### src/rtl/coin_pkg.sv
// Shared types and constants for the coin acceptor front end and its
// downstream consumer.
package coin_pkg;

   typedef enum logic [1:0] {
      COIN_NICKEL,
      COIN_DIME,
      COIN_QUARTER
   } coin_t;

   typedef enum logic [1:0] {
      IDLE,
      EMIT,
      GAP
   } state_t;

   localparam int NUM_COINS     = 3;
   localparam int CENTS_NICKEL  = 5;
   localparam int CENTS_DIME    = 10;
   localparam int CENTS_QUARTER = 25;

   // Bit order matches {quarter, dime, nickel}.
   function automatic logic [2:0] coin_onehot(input coin_t c);
      return 3'b001 << c;
   endfunction

endpackage

### src/rtl/coin_debounce.sv
// One coin sensor line: two-flop synchronizer, down-counting debouncer and
// a registered one-cycle pulse on each accepted rising level.
module coin_debounce #(
   parameter int DEBOUNCE_CYCLES = 4
) (
   input  logic clk,
   input  logic reset,
   input  logic i_raw,
   output logic o_rise
);

   localparam int             CW     = $clog2(DEBOUNCE_CYCLES + 1);
   localparam logic [CW-1:0]  RELOAD = CW'(DEBOUNCE_CYCLES - 1);

   logic          r_meta;
   logic          r_sync;
   logic          r_deb;
   logic          r_rise;
   logic [CW-1:0] r_cnt;

   // The counter reloads on any cycle where the synchronized level agrees
   // with the accepted level, so a gap in the mismatch restarts the count.
   always_ff @(posedge clk or posedge reset) begin
      if (reset) begin
         r_meta <= 1'b0;
         r_sync <= 1'b0;
         r_deb  <= 1'b0;
         r_rise <= 1'b0;
         r_cnt  <= RELOAD;
      end else begin
         r_meta <= i_raw;
         r_sync <= r_meta;
         r_rise <= 1'b0;
         if (r_sync == r_deb) begin
            r_cnt <= RELOAD;
         end else if (r_cnt == '0) begin
            r_deb  <= r_sync;
            r_rise <= r_sync;
            r_cnt  <= RELOAD;
         end else begin
            r_cnt <= r_cnt - CW'(1);
         end
      end
   end

   assign o_rise = r_rise;

endmodule

### src/rtl/coin_acceptor.sv
// Coin sensor front end: debounces three raw lines, queues coin events and
// replays them to the vending machine as isolated one-cycle pulses.
//
// state | meaning
// IDLE  | waiting for a queued coin; pops the head and raises its pulse
// EMIT  | pulse is high this cycle; drop it next edge
// GAP   | mandatory idle cycle between pulses
import coin_pkg::*;

module coin_acceptor #(
   parameter int DEBOUNCE_CYCLES = 4,
   parameter int QUEUE_DEPTH     = 4
) (
   input  logic clk,
   input  logic reset,
   input  logic nickel_raw,
   input  logic dime_raw,
   input  logic quarter_raw,
   output logic nickel,
   output logic dime,
   output logic quarter,
   output logic busy,
   output logic overflow
);

   localparam int CNTW = $clog2(QUEUE_DEPTH + 1);

   logic [2:0]      w_rise;
   logic [2:0]      w_raw;

   coin_t           r_mem [QUEUE_DEPTH];
   coin_t           w_mem_n [QUEUE_DEPTH];
   logic [CNTW-1:0] r_count;
   logic [CNTW-1:0] w_count_n;
   logic [CNTW-1:0] w_free;
   logic [CNTW-1:0] w_base;
   logic [CNTW-1:0] w_nacc;
   logic            w_pop;
   logic            w_drop;
   logic            r_overflow;

   state_t          r_state;
   logic [2:0]      r_pulse;

   assign w_raw[COIN_NICKEL]  = nickel_raw;
   assign w_raw[COIN_DIME]    = dime_raw;
   assign w_raw[COIN_QUARTER] = quarter_raw;

   for (genvar g = 0; g < NUM_COINS; g++) begin : g_line
      coin_debounce #(
         .DEBOUNCE_CYCLES(DEBOUNCE_CYCLES)
      ) u_debounce (
         .clk   (clk),
         .reset (reset),
         .i_raw (w_raw[g]),
         .o_rise(w_rise[g])
      );
   end

   assign w_pop = (r_state == IDLE) && (r_count != '0);

   // Shift-register FIFO: entry 0 is the head. Same-cycle events land in
   // quarter, dime, nickel order behind whatever survives this cycle's pop;
   // free space is judged before the pop so a full queue never accepts.
   always_comb begin
      w_mem_n = r_mem;
      w_free  = CNTW'(QUEUE_DEPTH) - r_count;
      w_base  = r_count - CNTW'(w_pop);
      w_nacc  = '0;
      w_drop  = 1'b0;
      if (w_pop) begin
         for (int i = 0; i < QUEUE_DEPTH - 1; i++) begin
            w_mem_n[i] = r_mem[i+1];
         end
      end
      for (int k = NUM_COINS - 1; k >= 0; k--) begin
         if (w_rise[k]) begin
            if (w_nacc < w_free) begin
               for (int i = 0; i < QUEUE_DEPTH; i++) begin
                  if (CNTW'(i) == (w_base + w_nacc)) begin
                     w_mem_n[i] = coin_t'(k[1:0]);
                  end
               end
               w_nacc = w_nacc + CNTW'(1);
            end else begin
               w_drop = 1'b1;
            end
         end
      end
      w_count_n = w_base + w_nacc;
   end

   always_ff @(posedge clk or posedge reset) begin
      if (reset) begin
         for (int i = 0; i < QUEUE_DEPTH; i++) begin
            r_mem[i] <= COIN_NICKEL;
         end
         r_count    <= '0;
         r_overflow <= 1'b0;
      end else begin
         r_mem      <= w_mem_n;
         r_count    <= w_count_n;
         r_overflow <= w_drop;
      end
   end

   always_ff @(posedge clk or posedge reset) begin
      if (reset) begin
         r_state <= IDLE;
         r_pulse <= '0;
      end else begin
         case (r_state)
            IDLE: begin
               if (w_pop) begin
                  r_pulse <= coin_onehot(r_mem[0]);
                  r_state <= EMIT;
               end
            end
            EMIT: begin
               r_pulse <= '0;
               r_state <= GAP;
            end
            GAP: begin
               r_state <= IDLE;
            end
            default: begin
               r_pulse <= '0;
               r_state <= IDLE;
            end
         endcase
      end
   end

   assign nickel   = r_pulse[COIN_NICKEL];
   assign dime     = r_pulse[COIN_DIME];
   assign quarter  = r_pulse[COIN_QUARTER];
   assign overflow = r_overflow;
   assign busy     = (r_count != '0) || (r_state != IDLE);

endmodule

### config.mk
export PLATFORM = sky130hd
export DESIGN_NAME = coin_acceptor
export DESIGN_NICKNAME = d
export VERILOG_FILES = /design/src/rtl/coin_pkg.sv /design/src/rtl/coin_debounce.sv /design/src/rtl/coin_acceptor.sv
export SDC_FILE = /design/constraint.sdc
export NUM_CORES = 1
export LEC_CHECK = 0
export ABC_CLOCK_PERIOD_IN_PS = 4200
export CAP_MARGIN = 5
export CELL_PAD_IN_SITES_DETAIL_PLACEMENT = 2
export CELL_PAD_IN_SITES_GLOBAL_PLACEMENT = 2
export CORE_MARGIN = 8
export CORE_UTILIZATION = 40
export DETAILED_ROUTE_END_ITERATION = 12
export PLACE_DENSITY = 0.8
export RECOVER_POWER = 100
export SYNTH_ARGS = -nofsm -noshare
export SYNTH_HDL_FRONTEND = slang
export SYNTH_SLANG_ARGS = --single-unit
### constraint.sdc
create_clock -name clk -period 4.2 [get_ports clk]
set_clock_uncertainty 0.1 [all_clocks]
set_input_delay 1.05 -clock clk [delete_from_list [all_inputs] [get_ports clk]]
set_output_delay 1.05 -clock clk [all_outputs]
set_load 0.005 [all_outputs]
==> qor_table.md <==
| Parameter | Reported |
| --- | --- |
| Status | finished with violations |
| Violated checks | max-capacitance violations, max-slew violations |
| Number of synthesized register bits | 38 |
| Hold-fix buffers at CTS | 0 |
| Maximum number of pins on one net before global-route repair | 39 |
| Maximum capacitance violations | 1 |
| Half-perimeter wire length after placement | 3940 um |
| Layout Nets | 229 |
| Via count | 1473 |
| Initial core utilization | 41.8% |
| Number of different library cells in the post-synthesis netlist | 48 |
| Ports placed on the boundary | 10 |
| Largest fanout on the critical path | 9 |
| Fraction of the cycle the final worst path needs | 85.9% |
| IR Drop Worst-Case VDD | 0.268 mV |
| Leakage dissipation | 1.11 nW |
| CTS tree | built |
| Cell area after technology mapping | 2150 sq um |
| Type of destination of the critical path | flip-flop |
| Wire length of the first global-routing pass | 8590 um |
| Antenna cells | 0 |
| Hold depth | 0 |
| Clock buffer depth | 2 |
| Start point of the critical path | r_count[0] |
| Vertical die dimension | 89.3 um |
| Synthesized area per cell | 11.1 sq um |
| End-of-flow core utilization | 46.8% |
| Port-buffer cells | 9 |
| Required time of the critical path | 4.26 ns |
| Setup repair after global routing missed its margin | no |
| Buffers inserted by post-CTS timing repair | 0 |
| Clock period minus worst slack | 3.61 ns |
| Data arrival time of the critical path | 3.67 ns |
| Gates resized, CTS repair | 0 |
| Gr usage total | 14.3% |
| Post-synthesis instance total | 193 |
| Number of antenna-violating nets in the routed design | 0 |
| DRC viols | 0 |
| Highest-count cells in the layout ignoring fill and taps | sky130_fd_sc_hd__dfrtp_1, sky130_fd_sc_hd__inv_1, sky130_fd_sc_hd__ha_1 |
| Synth Warn # | 0 |
| Post-synthesis sequential area ratio | 44.6% |
| Ratio of cells with drive above 1 in the final layout | 13.0% |
| Clock-pin slew reported for the worst setup and hold paths after clock tree synthesis | 0.08 ns |
| Antenna violations before repair | 0 |
| TritonRoute pass-1 iters | 4 |
| Post-route total power | 1.93 mW |
| Classification of the worst setup path | flip-flop to flip-flop |
| Number of endpoints with negative hold slack in the final report | 0 |
| Nature of the critical path startpoint | flip-flop |
| Placement row count | 26 |
| Clock sink count | 38 |
| Full die area | 7980 sq um |
| Total global routing overflow | 0 |
| Placeable core region | 5140 sq um |
| Cells on worst reg2reg path | 12 |
| HP Start | g_line[2].u_debounce.r_meta |
| # H-tree levels | 2 |
| Max-slew violation count | 39 |
| Power per cell area | 803 nW/um^2 |
| Avg WL per Cell | 18.1 um |
| Relative slew margins | -38.3% |
| Number of global-route vias before repair | 1754 |
| Aggregate negative setup slack | 0 ns |
| Syn nets | 215 |
| Worst hold path type | flip-flop to flip-flop |
| Post-synth ARST share | 100% |
| Transition time of the tightest slew-check pin | 2.07 ns |
| Most common cell after layout, fill and taps aside | sky130_fd_sc_hd__dfrtp_1 |
| Final-report setup violation count | 0 |
| Highest clock rate | 277 MHz |
| Clock latency at the later pin of the worst-skew pair | 0.29 ns |
| Minimum setup slack among reg-to-reg paths | 0.59 ns |
| Number of clock buffers inserted by TritonCTS | 5 |
| Area added between synthesis and finish | 11.9% |
| Hold endpoint | g_line[2].u_debounce.r_sync |
| Chip width | 89.3 um |
| Drt total wl | 5050 um |
| Via density | 5.30 |
| Root cell of the clock tree | sky130_fd_sc_hd__clkbuf_8 |
| Commonest register cell after synthesis | sky130_fd_sc_hd__dfrtp_1 |
| Reg2Reg Capture Point | r_mem[0] |
| Number of enable-type register cells in the synthesized netlist | 0 |
| Global placement routability congestion | 0.828 |
| Initial detailed-routing violation count | 37 |
| Beginning of the worst register-to-register path | r_count[0] |
## routing by layer
layer / vias up / GRT usage [%] / share of wire, %
li1: 695 / - / -
met1: 748 / 14.6 / 41
met2: 22 / 27.5 / 54
met3: 8 / 3.31 / 3.5
met4: 0 / 5.29 / 1.6
met5: - / 0 / 0
## worst max path at each step
stage | slack [ns] | depth (start not counted) | endpoint
floorplan | 1.04 | 13 | r_mem[0]
global placement | 0.85 | 12 | r_mem[7]
detailed placement | 0.68 | 12 | r_mem[5]
CTS | 0.65 | 12 | r_mem[5]
global route | 0.29 | 12 | r_mem[0]
finish | 0.59 | 12 | r_mem[0]
## synthesized netlist by cell type, types with 2 or more instances
cell,n,area [sq um]
sky130_fd_sc_hd__nand2_1,7,26.3
sky130_fd_sc_hd__nand3b_1,2,15.0
sky130_fd_sc_hd__xnor2_1,2,17.5
sky130_fd_sc_hd__dfrtp_1,32,801
sky130_fd_sc_hd__mux2_2,3,33.8
sky130_fd_sc_hd__inv_1,25,93.8
sky130_fd_sc_hd__a21oi_1,11,55.1
sky130_fd_sc_hd__mux2i_1,7,70.1
sky130_fd_sc_hd__o21a_1,2,15.0
sky130_fd_sc_hd__dfstp_2,6,158
sky130_fd_sc_hd__a2111oi_2,4,60.1
sky130_fd_sc_hd__xor2_1,5,43.8
sky130_fd_sc_hd__ha_1,16,200
sky130_fd_sc_hd__nand3_1,3,15.0
sky130_fd_sc_hd__nor3b_1,3,22.5
sky130_fd_sc_hd__nor4b_1,3,26.3
sky130_fd_sc_hd__nor2_1,12,45.0
sky130_fd_sc_hd__o2111ai_1,2,17.5
sky130_fd_sc_hd__o22a_1,2,17.5
sky130_fd_sc_hd__nor2b_1,6,37.5
sky130_fd_sc_hd__o22ai_1,2,12.5
sky130_fd_sc_hd__nand2b_1,5,31.3
sky130_fd_sc_hd__o21ai_0,6,30.0
sky130_fd_sc_hd__mux2_1,3,33.8
## critical path: stages (launching register included)
cell	delay [ns]
sky130_fd_sc_hd__dfrtp_1	0.44
sky130_fd_sc_hd__inv_1	0.09
sky130_fd_sc_hd__ha_1	0.20
sky130_fd_sc_hd__ha_1	0.27
sky130_fd_sc_hd__nor3_4	0.35
sky130_fd_sc_hd__ha_1	0.24
sky130_fd_sc_hd__ha_1	0.36
sky130_fd_sc_hd__xnor2_1	0.21
sky130_fd_sc_hd__ha_1	0.21
sky130_fd_sc_hd__inv_1	0.12
sky130_fd_sc_hd__a211oi_2	0.13
sky130_fd_sc_hd__a2111oi_0	0.60
sky130_fd_sc_hd__a21oi_1	0.15
## logic make-up (layout without fill, tap and decap cells)
group | Yosys count | after routing | synth area share (%)
buf+inv | 28 | 43 | 5.30
xor+xnor | 9 | 9 | 4.66
fa+ha+maj | 17 | 17 | 10.2
compound gates | 38 | 38 | 14.7
simple gates | 50 | 50 | 14.1
flops | 38 | 38 | 44.6
mux | 13 | 13 | 6.40
## power breakdown
| part | switching, mW | internal, mW |
|---|---|---|
| Sequential | 0.107 | 0.498 |
| Clock | 0.131 | 0.194 |
| Combinational | 0.592 | 0.410 |
## flip-flops by register name (all words and copies together) (netlist names), 3 cells and up
| name | count |
|---|---|
| g_line.u_debounce.o_rise | 3 |
| g_line.u_debounce.r_cnt | 9 |
| g_line.u_debounce.r_deb | 3 |
| g_line.u_debounce.r_meta | 3 |
| g_line.u_debounce.r_sync | 3 |
| r_count | 3 |
| r_mem | 8 |
| r_pulse | 3 |
## area by class of cell
type | instances | area, sq um
repair buffers | 10 | 93.8
fillers | 541 | 2740
well taps | 70 | 87.6
flip-flops and latches | 38 | 958
inverters | 25 | 93.8
clock buffers | 7 | 86.3
multi-input cells | 127 | 1050
clock inverters | 1 | 30.0
## through the flow
| stage | instance area [sq um] | hold slack [ns] | cells | setup WS, ns |
|---|---|---|---|---|
| 2_1_floorplan | 2150 | 0.231 | 193 | 1.04 |
| 3_3_place_gp | 2310 | 0.237 | 270 | 0.850 |
| 3_5_place_dp | 2310 | 0.238 | 270 | 0.685 |
| 4_1_cts | 2430 | 0.255 | 278 | 0.652 |
| 5_1_grt | 2400 | 0.266 | 278 | 0.287 |
| 6_report | 2400 | 0.251 | 278 | 0.594 |
Power figures use the tool's default switching activity.
